## src/rtl/spi_seq_pkg.sv

```systemverilog
// Shared types and helpers for the SPI transaction sequencer.
package spi_seq_pkg;

  typedef enum logic [1:0] {
    IDLE     = 2'd0,
    ISSUE    = 2'd1,
    WAIT_RSP = 2'd2,
    RESPOND  = 2'd3
  } state_t;

  // A transaction must clock at least one bit and no more bits than the data word holds.
  function automatic logic valid_length(input int unsigned len, input int unsigned width);
    return (len != 0) && (len <= width);
  endfunction

endpackage

```

## src/rtl/spi_cmd_fifo.sv

```systemverilog
// Single-clock command FIFO; the head entry is visible combinationally on rdata.
module spi_cmd_fifo #(
  parameter int unsigned WIDTH  = 72,
  parameter int unsigned ADDR_W = 2
) (
  input  logic              clk,
  input  logic              rst_n,
  input  logic              push,
  input  logic [WIDTH-1:0]  wdata,
  input  logic              pop,
  output logic [WIDTH-1:0]  rdata,
  output logic              full,
  output logic              empty,
  output logic [ADDR_W:0]   level
);

  localparam int unsigned DEPTH = 1 << ADDR_W;

  logic [WIDTH-1:0]  mem [DEPTH];
  logic [ADDR_W-1:0] wr_ptr;
  logic [ADDR_W-1:0] rd_ptr;
  logic              do_push;
  logic              do_pop;

  assign do_push = push && !full;
  assign do_pop  = pop && !empty;
  assign full    = (level == (ADDR_W+1)'(DEPTH));
  assign empty   = (level == '0);
  assign rdata   = mem[rd_ptr];

  always_ff @(posedge clk or negedge rst_n) begin
    if (!rst_n) begin
      wr_ptr <= '0;
      rd_ptr <= '0;
      level  <= '0;
    end else begin
      if (do_push) wr_ptr <= wr_ptr + 1'b1;
      if (do_pop)  rd_ptr <= rd_ptr + 1'b1;
      case ({do_push, do_pop})
        2'b10:   level <= level + 1'b1;
        2'b01:   level <= level - 1'b1;
        default: level <= level;
      endcase
    end
  end

  always_ff @(posedge clk) begin
    if (do_push) mem[wr_ptr] <= wdata;
  end

endmodule

```

## src/rtl/spi_transaction_sequencer.sv

```systemverilog
// Queues host SPI commands and runs them one at a time against the SPI core,
// returning one masked, in-order response per command.
module spi_transaction_sequencer
  import spi_seq_pkg::*;
#(
  parameter int unsigned DATA_WIDTH            = 32,
  parameter int unsigned TRANSACTION_LEN_WIDTH = 8,
  parameter int unsigned FIFO_ADDR_WIDTH       = 2,
  parameter int unsigned TIMEOUT_CYCLES        = 1024
) (
  input  logic                             fabric_clk,
  input  logic                             reset_n,
  input  logic                             cmd_valid,
  output logic                             cmd_ready,
  input  logic [TRANSACTION_LEN_WIDTH-1:0] cmd_length,
  input  logic [DATA_WIDTH-1:0]            cmd_data,
  input  logic [DATA_WIDTH-1:0]            cmd_rw_mask,
  output logic                             rsp_valid,
  input  logic                             rsp_ready,
  output logic [DATA_WIDTH-1:0]            rsp_data,
  output logic                             rsp_error,
  output logic                             rsp_timeout,
  output logic                             spi_req_valid,
  input  logic                             spi_req_ready,
  output logic [TRANSACTION_LEN_WIDTH-1:0] spi_req_length,
  output logic [DATA_WIDTH-1:0]            spi_req_data,
  output logic [DATA_WIDTH-1:0]            spi_req_rw_mask,
  input  logic                             spi_rsp_valid,
  input  logic [DATA_WIDTH-1:0]            spi_rsp_data,
  output logic                             busy,
  output logic [FIFO_ADDR_WIDTH:0]         fifo_level,
  output logic                             protocol_err
);

  localparam int unsigned ENTRY_W = TRANSACTION_LEN_WIDTH + 2 * DATA_WIDTH;
  localparam int unsigned CNT_W   = $clog2(TIMEOUT_CYCLES);

  function automatic logic [DATA_WIDTH-1:0] len_mask(input logic [TRANSACTION_LEN_WIDTH-1:0] len);
    logic [DATA_WIDTH-1:0] m;
    for (int i = 0; i < DATA_WIDTH; i++) m[i] = (i < int'(len));
    return m;
  endfunction

  state_t                           state, state_d;
  logic [CNT_W-1:0]                 cnt, cnt_d;
  logic                             err_q, err_d;
  logic                             to_q, to_d;
  logic                             perr_q;
  logic                             pop;
  logic                             fifo_full;
  logic                             fifo_empty;
  logic [ENTRY_W-1:0]               head;
  logic [TRANSACTION_LEN_WIDTH-1:0] head_len;
  logic [DATA_WIDTH-1:0]            head_data;
  logic [DATA_WIDTH-1:0]            head_mask;
  logic [TRANSACTION_LEN_WIDTH-1:0] req_len_p0;
  logic [DATA_WIDTH-1:0]            req_data_p0;
  logic [DATA_WIDTH-1:0]            req_mask_p0;
  logic [DATA_WIDTH-1:0]            rsp_data_p1;

  spi_cmd_fifo #(
    .WIDTH  (ENTRY_W),
    .ADDR_W (FIFO_ADDR_WIDTH)
  ) u_fifo (
    .clk   (fabric_clk),
    .rst_n (reset_n),
    .push  (cmd_valid && cmd_ready),
    .wdata ({cmd_length, cmd_data, cmd_rw_mask}),
    .pop   (pop),
    .rdata (head),
    .full  (fifo_full),
    .empty (fifo_empty),
    .level (fifo_level)
  );

  assign {head_len, head_data, head_mask} = head;

  always_ff @(posedge fabric_clk or negedge reset_n) begin
    if (!reset_n) begin
      state  <= IDLE;
      cnt    <= '0;
      err_q  <= 1'b0;
      to_q   <= 1'b0;
      perr_q <= 1'b0;
    end else begin
      state <= state_d;
      cnt   <= cnt_d;
      err_q <= err_d;
      to_q  <= to_d;
      if (spi_rsp_valid && (state != WAIT_RSP)) perr_q <= 1'b1;
    end
  end

  always_comb begin
    state_d = state;
    cnt_d   = cnt;
    err_d   = err_q;
    to_d    = to_q;
    pop     = 1'b0;
    case (state)
      IDLE: begin
        if (!fifo_empty) begin
          pop     = 1'b1;
          err_d   = !valid_length(32'(head_len), DATA_WIDTH);
          to_d    = 1'b0;
          state_d = err_d ? RESPOND : ISSUE;
        end
      end
      ISSUE: begin
        if (spi_req_ready) begin
          state_d = WAIT_RSP;
          cnt_d   = '0;
        end
      end
      WAIT_RSP: begin
        if (spi_rsp_valid) begin
          state_d = RESPOND;
        end else if (cnt == CNT_W'(TIMEOUT_CYCLES - 1)) begin
          state_d = RESPOND;
          to_d    = 1'b1;
        end else if (cnt != '1) begin
          cnt_d = cnt + 1'b1;
        end
      end
      RESPOND: begin
        if (rsp_ready) begin
          state_d = IDLE;
          err_d   = 1'b0;
          to_d    = 1'b0;
        end
      end
      default: state_d = IDLE;
    endcase
  end

  // stage p0: command held for the SPI core; stage p1: masked read word
  always_ff @(posedge fabric_clk) begin
    if (pop) begin
      req_len_p0  <= head_len;
      req_data_p0 <= head_data;
      req_mask_p0 <= head_mask;
      rsp_data_p1 <= '0;
    end else if ((state == WAIT_RSP) && spi_rsp_valid) begin
      rsp_data_p1 <= spi_rsp_data & ~req_mask_p0 & len_mask(req_len_p0);
    end
  end

  assign cmd_ready       = !fifo_full;
  assign busy            = (state != IDLE) || !fifo_empty;
  assign protocol_err    = perr_q;
  assign spi_req_valid   = (state == ISSUE);
  assign spi_req_length  = spi_req_valid ? req_len_p0  : '0;
  assign spi_req_data    = spi_req_valid ? req_data_p0 : '0;
  assign spi_req_rw_mask = spi_req_valid ? req_mask_p0 : '0;
  assign rsp_valid       = (state == RESPOND);
  assign rsp_data        = (rsp_valid && !to_q) ? rsp_data_p1 : '0;
  assign rsp_error       = err_q;
  assign rsp_timeout     = to_q;

endmodule

```

## config.mk

```make
export PLATFORM = sky130hd
export DESIGN_NAME = spi_transaction_sequencer
export DESIGN_NICKNAME = d
export VERILOG_FILES = /design/src/rtl/spi_seq_pkg.sv /design/src/rtl/spi_cmd_fifo.sv /design/src/rtl/spi_transaction_sequencer.sv
export SDC_FILE = /design/constraint.sdc
export NUM_CORES = 1
export LEC_CHECK = 0
export BUFFER_PORTS_ARGS = -buffer_cell sky130_fd_sc_hd__buf_2
export CAP_MARGIN = 10
export CORE_MARGIN = 2
export CORE_UTILIZATION = 54
export DETAILED_ROUTE_END_ITERATION = 6
export GPL_TIMING_DRIVEN = 0
export PLACE_DENSITY = 0.84
export SLEW_MARGIN = 10
export SYNTH_ARGS = -nofsm -noshare
export SYNTH_HDL_FRONTEND = slang
export SYNTH_HIERARCHICAL = 1
export SYNTH_SLANG_ARGS = --single-unit
export TNS_END_PERCENT = 100
```

## constraint.sdc

```tcl
create_clock -name fabric_clk -period 5.3 [get_ports fabric_clk]
set_input_delay 1.06 -clock fabric_clk [delete_from_list [all_inputs] [get_ports fabric_clk]]
set_output_delay 1.06 -clock fabric_clk [all_outputs]
set_load 0.03 [all_outputs]
```

* Yosys cells after proc, flatten, opt, wreduce, memory -nomap -nowiden
Memory sizes are Yosys's and may differ from the RTL's.
Cells that the tools add are included.
** Storage, ports and cells
- Register bits after elaboration :: 126
- Latch bits :: 0
- Memory bits (writable) :: 288
- Bits in read-only memories :: 0
- Memories kept :: 1
** Memory list
- u_fifo.mem :: words 4, width 72, rd ports 1, clocked after memory_dff 0, write ports 1, RTL line spi_cmd_fifo.sv:19 : logic [WIDTH-1:0] mem [DEPTH];
** Cells by class
- Add/subtract/negate cells :: 5
- Multipliers :: 0
- Divide/modulo/power cells :: 0
- Order comparisons :: 33
- Equal/unequal tests :: 17
- Shifts and indexed selects :: 0
- Muxes and demuxes :: 28
- Bitwise gates (word level) :: 3
- Reductions and logical operators :: 24
** Operators by type and width (count)
- less-than comparator 5 x 8 -> 1 bit (first input constant) :: 16
- 2-to-1 mux 32 bit :: 3
- bitwise AND 32 bit :: 2
- less-than comparator 4 x 8 -> 1 bit (first input constant) :: 8
- 2-to-1 mux 10 bit :: 4
- less-than comparator 3 x 8 -> 1 bit (first input constant) :: 4
- NOT 32 bit :: 1
- one-hot mux 10 bit (2 select lines) :: 1
- less-than comparator 1 x 8 -> 1 bit (first input constant) :: 2
- less-than comparator 2 x 8 -> 1 bit (first input constant) :: 2
- 2-to-1 mux 2 bit :: 6
- != test 2 bit (second input constant) :: 6
- adder 10 x 1 -> 10 bit (second input constant) :: 1
- equality test 10 bit (second input constant) :: 1
- != test 10 bit (second input constant) :: 1
- AND reduction 5 bit :: 2
- 2-to-1 mux 1 bit :: 9
- <= comparator 8 x 6 -> 1 bit (second input constant) :: 1
- 2-to-1 mux 8 bit :: 1
- one-hot mux 2 bit (4 select lines) :: 1
- nonzero test 2 bit :: 4
- nonzero test 8 bit :: 1
- logical AND 1 bit :: 7
- equality test 2 bit (second input constant) :: 3
- other kinds (17) :: 23

* Longest topological paths before layout
Gate-level depths: netlist (run 1).
- Word-level depth :: 6
- Gate-level depth with buffers :: 12

* Cells and area by module
Netlist (run 1), hierarchy kept.
** Modules (own cells, without submodules)
- spi_cmd_fifo :: times used 1, cells an instance 413, area each 10817.9 um^2, seq. area each 8823.5 um^2
- spi_transaction_sequencer :: times used 1, cells an instance 493, area each 5402.7 um^2, seq. area each 3178.0 um^2

* Least setup slack after synthesis (run 1)
Ideal clock, no wire load.
- Path type :: register -> register
- Start point :: register u_fifo.level[0]
- End point :: register u_fifo.level[2]
- Data arrival time :: 4.711 ns
- Data required time :: 5.219 ns
- Setup slack :: 0.508 ns
- Stages on the path, launching flop included :: 12
- Path buffers :: 2
- Period minus slack after synthesis :: 4.792 ns
- Path through :: dfrtp_1 nor3_1 nor2b_1 clkbuf_1 clkbuf_1 o31a_1 ha_1 inv_1 fa_1 xor2_1 nor2_1 xor2_1
** Between the ends
- Longest elaborated chain between the ends :: 6
- Elaborated cells between the ends (all ways) :: 15
** RTL lines
- from (decl) :: RTL line spi_cmd_fifo.sv:14 : output logic [ADDR_W:0] level
- from (signal assigned) :: RTL line spi_cmd_fifo.sv:40 : 2'b10: level <= level + 1'b1;
- from (signal assigned) :: RTL line spi_cmd_fifo.sv:41 : 2'b01: level <= level - 1'b1;
- from (signal assigned) :: RTL line spi_cmd_fifo.sv:42 : default: level <= level;
- logical NOT 3 bit (*) :: RTL line spi_cmd_fifo.sv:28 : assign empty = (level == '0);
- via fifo_empty :: RTL line spi_transaction_sequencer.sv:51 : logic fifo_empty;
- 2-to-1 mux 1 bit (*) :: RTL line spi_transaction_sequencer.sv:102 : if (!fifo_empty) begin
- 2-to-1 mux 1 bit (*) :: RTL line spi_transaction_sequencer.sv:100 : case (state)
- via pop :: RTL line spi_transaction_sequencer.sv:49 : logic pop;
- logical AND 1 bit (*) :: RTL line spi_cmd_fifo.sv:26 : assign do_pop = pop && !empty;
- via u_fifo.do_pop :: RTL line spi_cmd_fifo.sv:23 : logic do_pop;
- equality test 2 x 1 -> 1 bit / equality test 2 bit (equally long branches) :: RTL line spi_cmd_fifo.sv:39 : case ({do_push, do_pop})
- one-hot mux 3 bit (2 select lines) / nonzero test 2 bit (equally long branches)
The timed path passes the listed nets; every way through them passes the cells marked *.
A chain may end at the register's enable or synchronous reset.

* Worst setup path in the final report (run 1)
- Start point :: register state[1]
- End point :: output port spi_req_rw_mask[11]
** Between the ends
- Longest elaborated chain between the ends :: 2
** RTL lines
- from (decl) :: RTL line spi_transaction_sequencer.sv:44 : state_t state, state_d;
- from (signal assigned) :: RTL line spi_transaction_sequencer.sv:86 : state <= state_d;
- equality test 2 x 1 -> 1 bit :: RTL line spi_transaction_sequencer.sv:151 : assign spi_req_valid = (state == ISSUE);
- 2-to-1 mux 32 bit :: RTL line spi_transaction_sequencer.sv:154 : assign spi_req_rw_mask = spi_req_valid ? req_mask_p0 : '0;
- to (decl) :: RTL line spi_transaction_sequencer.sv:27 : output logic [DATA_WIDTH-1:0] spi_req_rw_mask,
Every way passes these cells.

==> results of run 1 <==
worst reg2reg max path, delay by kind of cell (launching register included):
| family | cells | cell delay (ns) |
|---|---|---|
| buffers and inverters | 4 | 1.24 |
| AO/OA/AOI/OAI | 1 | 0.44 |
| adder cells (fa/ha/maj) | 3 | 0.93 |
| AND/OR/NAND/NOR | 2 | 0.29 |
| XOR/XNOR | 2 | 0.30 |
| flip-flops | 1 | 0.42 |
state kept, by name, indices dropped and copies added, names as in the netlist:
name           flops
rsp_data_p1       32
state              2
u_fifo/rd_ptr      2
u_fifo/wr_ptr      2
req_data_p0       32
req_len_p0         8
u_fifo/mem       288
cnt               10
req_mask_p0       32
rsp_error          1
protocol_err       1
rsp_timeout        1
u_fifo/level       3
cells by family (layout without fill, tap and decap cells):
group           Yosys count  count (layout)
compound gates           91              91
xor+xnor                  6               6
fa+ha+maj                13              13
buf+inv                  72             376
flops                   414             414
mux                      76              76
other cells               0               9
simple gates            234             234
layout make-up:
class	instances	area share [%]
antenna	9	0.1170
buffer	46	1.326
clock buffer	51	5.798
clock inverter	25	0.7410
inverter	26	0.5070
multi-input combinational	420	20.16
sequential	414	62.35
tap	390	2.535
timing repair buffer	228	6.474
synth_stat cells, drive strengths merged, types with 2 or more instances:
cell type	n
buf	21
mux2	2
xor2	3
or4b	2
a2111oi	8
edfxtp	360
or3	2
mux2i	2
o21ai	20
clkbuf	25
o31ai	4
a31oi	10
nand2b	3
nor2b	8
a311oi	2
nor4	4
and2	109
xnor2	3
and4	2
nand4b	13
dfrtp	22
a21oi	29
ha	12
dfxtp	32
nor2	25
nand2	36
mux4	72
nor3	5
a32oi	2
and3	4
a211o	2
a22oi	3
a41oi	2
nand3	8
nand3b	2
nor4b	4
inv	25
a21o	2
or4	2
nand4	4
where the power goes:
group          internal [mW]  switching [mW]  total, mW
combinational           1.32            2.26       3.58
clock                   1.54            1.16       2.70
sequential              4.61           0.327       4.94
total                   7.47            3.75       11.2
worst max-delay path by stage:
| stage | startpoint | end | slack (ns) |
|---|---|---|---|
| after floorplan | u_fifo/level[0]$_DFFE_PN0P_ | u_fifo/level[2]$_DFFE_PN0P_ | 0.51 |
| after global placement | state[0]$_DFFE_PN0P_ | u_fifo/level[2]$_DFFE_PN0P_ | -1.47 |
| after CTS | state[1]$_DFFE_PN0P_ | spi_req_rw_mask[16] | 1.50 |
| after detailed placement | state[1]$_DFFE_PN0P_ | u_fifo/level[2]$_DFFE_PN0P_ | 1.61 |
| after global routing | state[1]$_DFFE_PN0P_ | u_fifo/level[2]$_DFFE_PN0P_ | 1.29 |
| final | state[1]$_DFFE_PN0P_ | spi_req_rw_mask[11] | 1.55 |
routing by layer:
| layer | track usage (%) | vias up | wire [um] |
|---|---|---|---|
| met5 | 0 | - | 55 |
| met4 | 7.958 | 8 | 945 |
| met3 | 6.020 | 77 | 3466 |
| met2 | 37.97 | 442 | 18060 |
| met1 | 31.64 | 4603 | 14440 |
| li1 | - | 4096 | - |
==> impl_metrics.ini, run 1 <==
[layout]
layout_commonest_cell = edfxtp_1
final_util_pct = 64.95
final_cell_mix = edfxtp_1 (360), buf_2 (235), and2_1 (105)
drive_gt1_share_pct = 32.40
multiInputGateArea_mm2 = 0.003880
fin_area_mm2 = 0.01925
regArea_mm2 = 0.01200
fin_nets = 1301
fillers = 2078
layoutNonFillerInstCount = 1609
area_growth_pct = 18.67

[worst_setup_path]
end_kind = output port
setup.worst_path.class = register to output port
slowest_delay_ns = 0.66
crit_required_ns = 4.24
reg2reg_setup_slack_ns = 1.60
reg2reg_from = state[1]$_DFFE_PN0P_
worst_r2r_path_depth = 12
worstReg2RegEnd = u_fifo/level[2]$_DFFE_PN0P_
worstPathArrival_ns = 2.69
cp_top_family = buffers and inverters
cp-start-kind = register
critical_path_peak_fanout = 10
critical-path-slowest-cell = clkbuf_1
worst-path-buf-inv = 4
worstPathCellList = inv_1, ha_1, buf_6, clkbuf_1, and2_1, buf_2
cp.depth = 6

[synth]
synth_top_cell_by_area = edfxtp_1
syn_area_mm2 = 0.01622
synth_top_area_share_pct = 66.65
synth-main-ff-cell = edfxtp_1
ys_warn_count = 6
synth_xor_area_share_pct = 0.3240
muxShareOfSynthArea_pct = 10.26
syn_nets = 1029
synth_compound_area_share_pct = 3.548
synthAdderAreaFrac_pct = 1.049
syn_avg_cell_area_um2 = 17.90
synth_top_family_by_area = multiplexers
synthSimpleGateAreaFrac_pct = 8.678
netlist_instances = 906
synth_seq_area_share_pct = 73.99
synth.distinct_cells = 58
synthArstFlopShare_pct = 5.314
synth_edf_count = 360
ys_top_cells_by_area = edfxtp_1 (67%), mux4_2 (10%), and2_1 (4.2%)
ys_ff_latch = 414

[timing]
fmax_ghz = 0.2666
whs_ns = 0.4481
max_slew.worst_pin.slew_ns = 0.8883
final.period_utilization_pct = 70.78
fin_worst_skew_ns = 0.01353
worst_slack_ns = 1.549
finalCriticalPeriod_ns = 3.751
maxSlewViolCount = 0
slew_headroom_pct = 40.78
hold_viol = 0
grt_setup_unrepaired = false
finalSetupTns_ns = 0
setup_viol = 0

[run_status]
failed_checks = design-rule violations
outcome = finished, violations left

[placed_design]
place.gp.congestion = 0.8852
place_inst = 1524
place_ws_ns = 1.611
io_buffers = 223
hpwl_um = 24820
place_area_mm2 = 0.01797

[cts]
clk_path_buf_depth = 3
cts_made_buffers = 42
cts.hold.buffers_added = 0
cts_tree = built
ctsResizeCount = 0
htreeDepth = 2
cts_sinks = 414
cts_root_buf = clkbuf_16
clkLatencyLatePin_ns = 0.53
post-cts-setup-buffers = 0
clk_pin_slew_worst_paths_ns = 0.06

[power]
leakagePower_nw = 7.092
total_power_mw = 11.22
power_density_mw_per_mm2 = 582.8
peakVddDrop_v = 0.0003802

[min_path]
hp-class = register to register
hold_end = rsp_data_p1[7]$_SDFFE_PP0P_
min_path_cells = 2
holdCritStartpoint = rsp_data_p1[7]$_SDFFE_PP0P_

[grt]
track_usage_pct = 23.55
grt_overflow = 0
grt_pass1_vias = 9180
antenna_found_initial = 12
grt_max_degree = 52
grt_pass1_wl_um = 54400

[detailed_routing]
route.detailed.drc = 4
avgRoutedWirePerCell_um = 22.97
num_vias = 9226
viasPerCell = 5.734
first_iter_violations = 888
first_pass_iters = 7
final_antenna_net_count = 0
wl_um = 36960

[die]
rows = 63
core-area_mm2 = 0.02964
start_util_pct = 54.73
dieHeight_um = 177.3
io_pins = 224
dieArea_mm2 = 0.03144
chipWidth_um = 177.3

[job]
maxCapViolCount = 0
No activity file was read; power rests on OpenSTA's default activity.
==> run 2: changes to the inputs <==
- CORE_UTILIZATION: 54 -> 52
- clock period: 5.3 -> 3.1 ns (I/O delays scaled with it)
==> impl_metrics.ini, run 2 (synthesis gave the netlist of run 1 again) <==
[cts]
cts_root_buf = clkbuf_16
cts.hold.buffers_added = 0
clk_path_buf_depth = 3
clkLatencyLatePin_ns = 0.54
clk_pin_slew_worst_paths_ns = 0.06
cts_tree = built
cts_sinks = 414
htreeDepth = 2
cts_made_buffers = 42

[worst_setup_path]
worst_r2r_path_depth = 12
crit_required_ns = 2.48
end_kind = output port
reg2reg_from = state[1]$_DFFE_PN0P_
cp-start-kind = register
setup.worst_path.class = register to output port
worstReg2RegEnd = u_fifo/level[2]$_DFFE_PN0P_
reg2reg_setup_slack_ns = 0.26
critical_path_peak_fanout = 10
worstPathArrival_ns = 2.34

[timing]
finalSetupTns_ns = 0
worst_slack_ns = 0.1414
setup_viol = 0
fmax_ghz = 0.3380
final.period_utilization_pct = 95.44
max_slew.worst_pin.slew_ns = 0.8887
finalCriticalPeriod_ns = 2.959
fin_worst_skew_ns = 0.02147
slew_headroom_pct = 40.30
maxSlewViolCount = 0
hold_viol = 0

[run_status]
outcome = completed

[die]
io_pins = 224
dieHeight_um = 180.6
rows = 64
core-area_mm2 = 0.03067
start_util_pct = 52.89
dieArea_mm2 = 0.03262
chipWidth_um = 180.6

[placed_design]
place_ws_ns = -1.016
place.gp.congestion = 0.9329
io_buffers = 223
hpwl_um = 25050

[grt]
grt_pass1_wl_um = 57080
antenna_found_initial = 9
met1_usage_pct = 31.18
grtUsageMet3_pct = 7.053
track_usage_pct = 23.32
grt_use_met2_pct = 37.69
grt_overflow = 0
busiest_layer = met2
grt_pass1_vias = 9371
grt_max_degree = 46

[detailed_routing]
num_vias = 9260
final_antenna_net_count = 0
first_pass_iters = 5
avgRoutedWirePerCell_um = 23.35
route.detailed.drc = 0
first_iter_violations = 781
wl_um = 37620
viasPerCell = 5.748

[power]
power_density_mw_per_mm2 = 1013
leakagePower_nw = 7.177
switching_power_mw = 6.520
p_comb_share_pct = 31.6
peakVddDrop_v = 0.0005414
p_sw_share_pct = 33.20
p_int_mw = 13.12
p_clk_share_pct = 25.4
seqPwrFrac_pct = 43.0

[min_path]
hp-class = primary input to async pin

[layout]
final_util_pct = 63.23
final_cell_mix = edfxtp_1 (360), buf_2 (235), and2_1 (105)
largest_register = u_fifo/mem
fin_nets = 1302
drive_gt1_share_pct = 33.55
layout_commonest_cell = edfxtp_1
area_growth_pct = 19.55
largest_reg_flops = 288

[job]
maxCapViolCount = 0
run 2: cell count changes in the layout (fill, tap and decap cells not counted), moves of 2 or more:
cell        before  now
diode_2          9    2
clkinv_2        10    6
bufinv_16        1    5
clkbuf_1        31   20
clkbuf_2         0    9
clkinvlp_4       1    3
run 2: final cells by class:
cell class,instances,area (um^2)
sequential,414,12000
fill,2168,11280
multi-input combinational,420,3882
timing repair buffer,229,1247
clock buffer,49,1087
tap,396,495.5
buffer,46,287.8
clock inverter,29,286.5
inverter,26,97.59
antenna,2,5.005
run 2: power groups by stage:
stage	Clock [mW]	Combinational, mW	Sequential, mW
2_1_floorplan	0	4.17	8.36
3_3_place_gp	0	5.92	8.53
3_5_place_dp	0	6.15	8.55
4_1_cts	5.08	6.26	8.44
5_1_grt	5.30	6.67	8.56
6_report	4.99	6.20	8.44
run 2: worst max-delay path by stage:
stage | cells after the start | startpoint | to
5_1_grt | 5 | state[0]$_DFFE_PN0P_ | rsp_data[13]
2_1_floorplan | 11 | u_fifo/level[0]$_DFFE_PN0P_ | u_fifo/level[2]$_DFFE_PN0P_
3_3_place_gp | 12 | state[1]$_DFFE_PN0P_ | u_fifo/level[2]$_DFFE_PN0P_
6_report | 5 | state[0]$_DFFE_PN0P_ | rsp_data[13]
4_1_cts | 5 | state[0]$_DFFE_PN0P_ | rsp_data[12]
3_5_place_dp | 12 | state[1]$_DFFE_PN0P_ | u_fifo/level[2]$_DFFE_PN0P_
run 2: timing repair:
action,in CTS,in global routing
resized for setup,11,6
endpoints found under the setup margin,60,22
pin swaps,0,0
cloned,1,0
setup buffers,0,1
run 2: critical path, cell delays in order, from the launching register on:
cell      delay (ns)
dfrtp_1         0.42
ha_1            0.29
nor2b_1         0.33
clkbuf_1        0.34
and2_1          0.22
buf_2           0.21
run 2: layer usage:
metal	wire length [um]	up-vias
li1	-	4088
met1	14880	4634
met2	18040	441
met3	3671	85
met4	947	12
met5	80	-
run 2: stage by stage:
step | instances | instance area (um^2) | hold slack (ns) | power (mW)
3_3_place_gp | 1525 | 17840 | 0.4302 | 14.44
6_report | 1611 | 19390 | 0.07173 | 19.64
5_1_grt | 1609 | 19390 | 0.1160 | 20.54
3_5_place_dp | 1529 | 17960 | 0.4313 | 14.71
4_1_cts | 1608 | 19370 | 0.06655 | 19.78
2_1_floorplan | 906 | 16230 | 0.3244 | 12.53
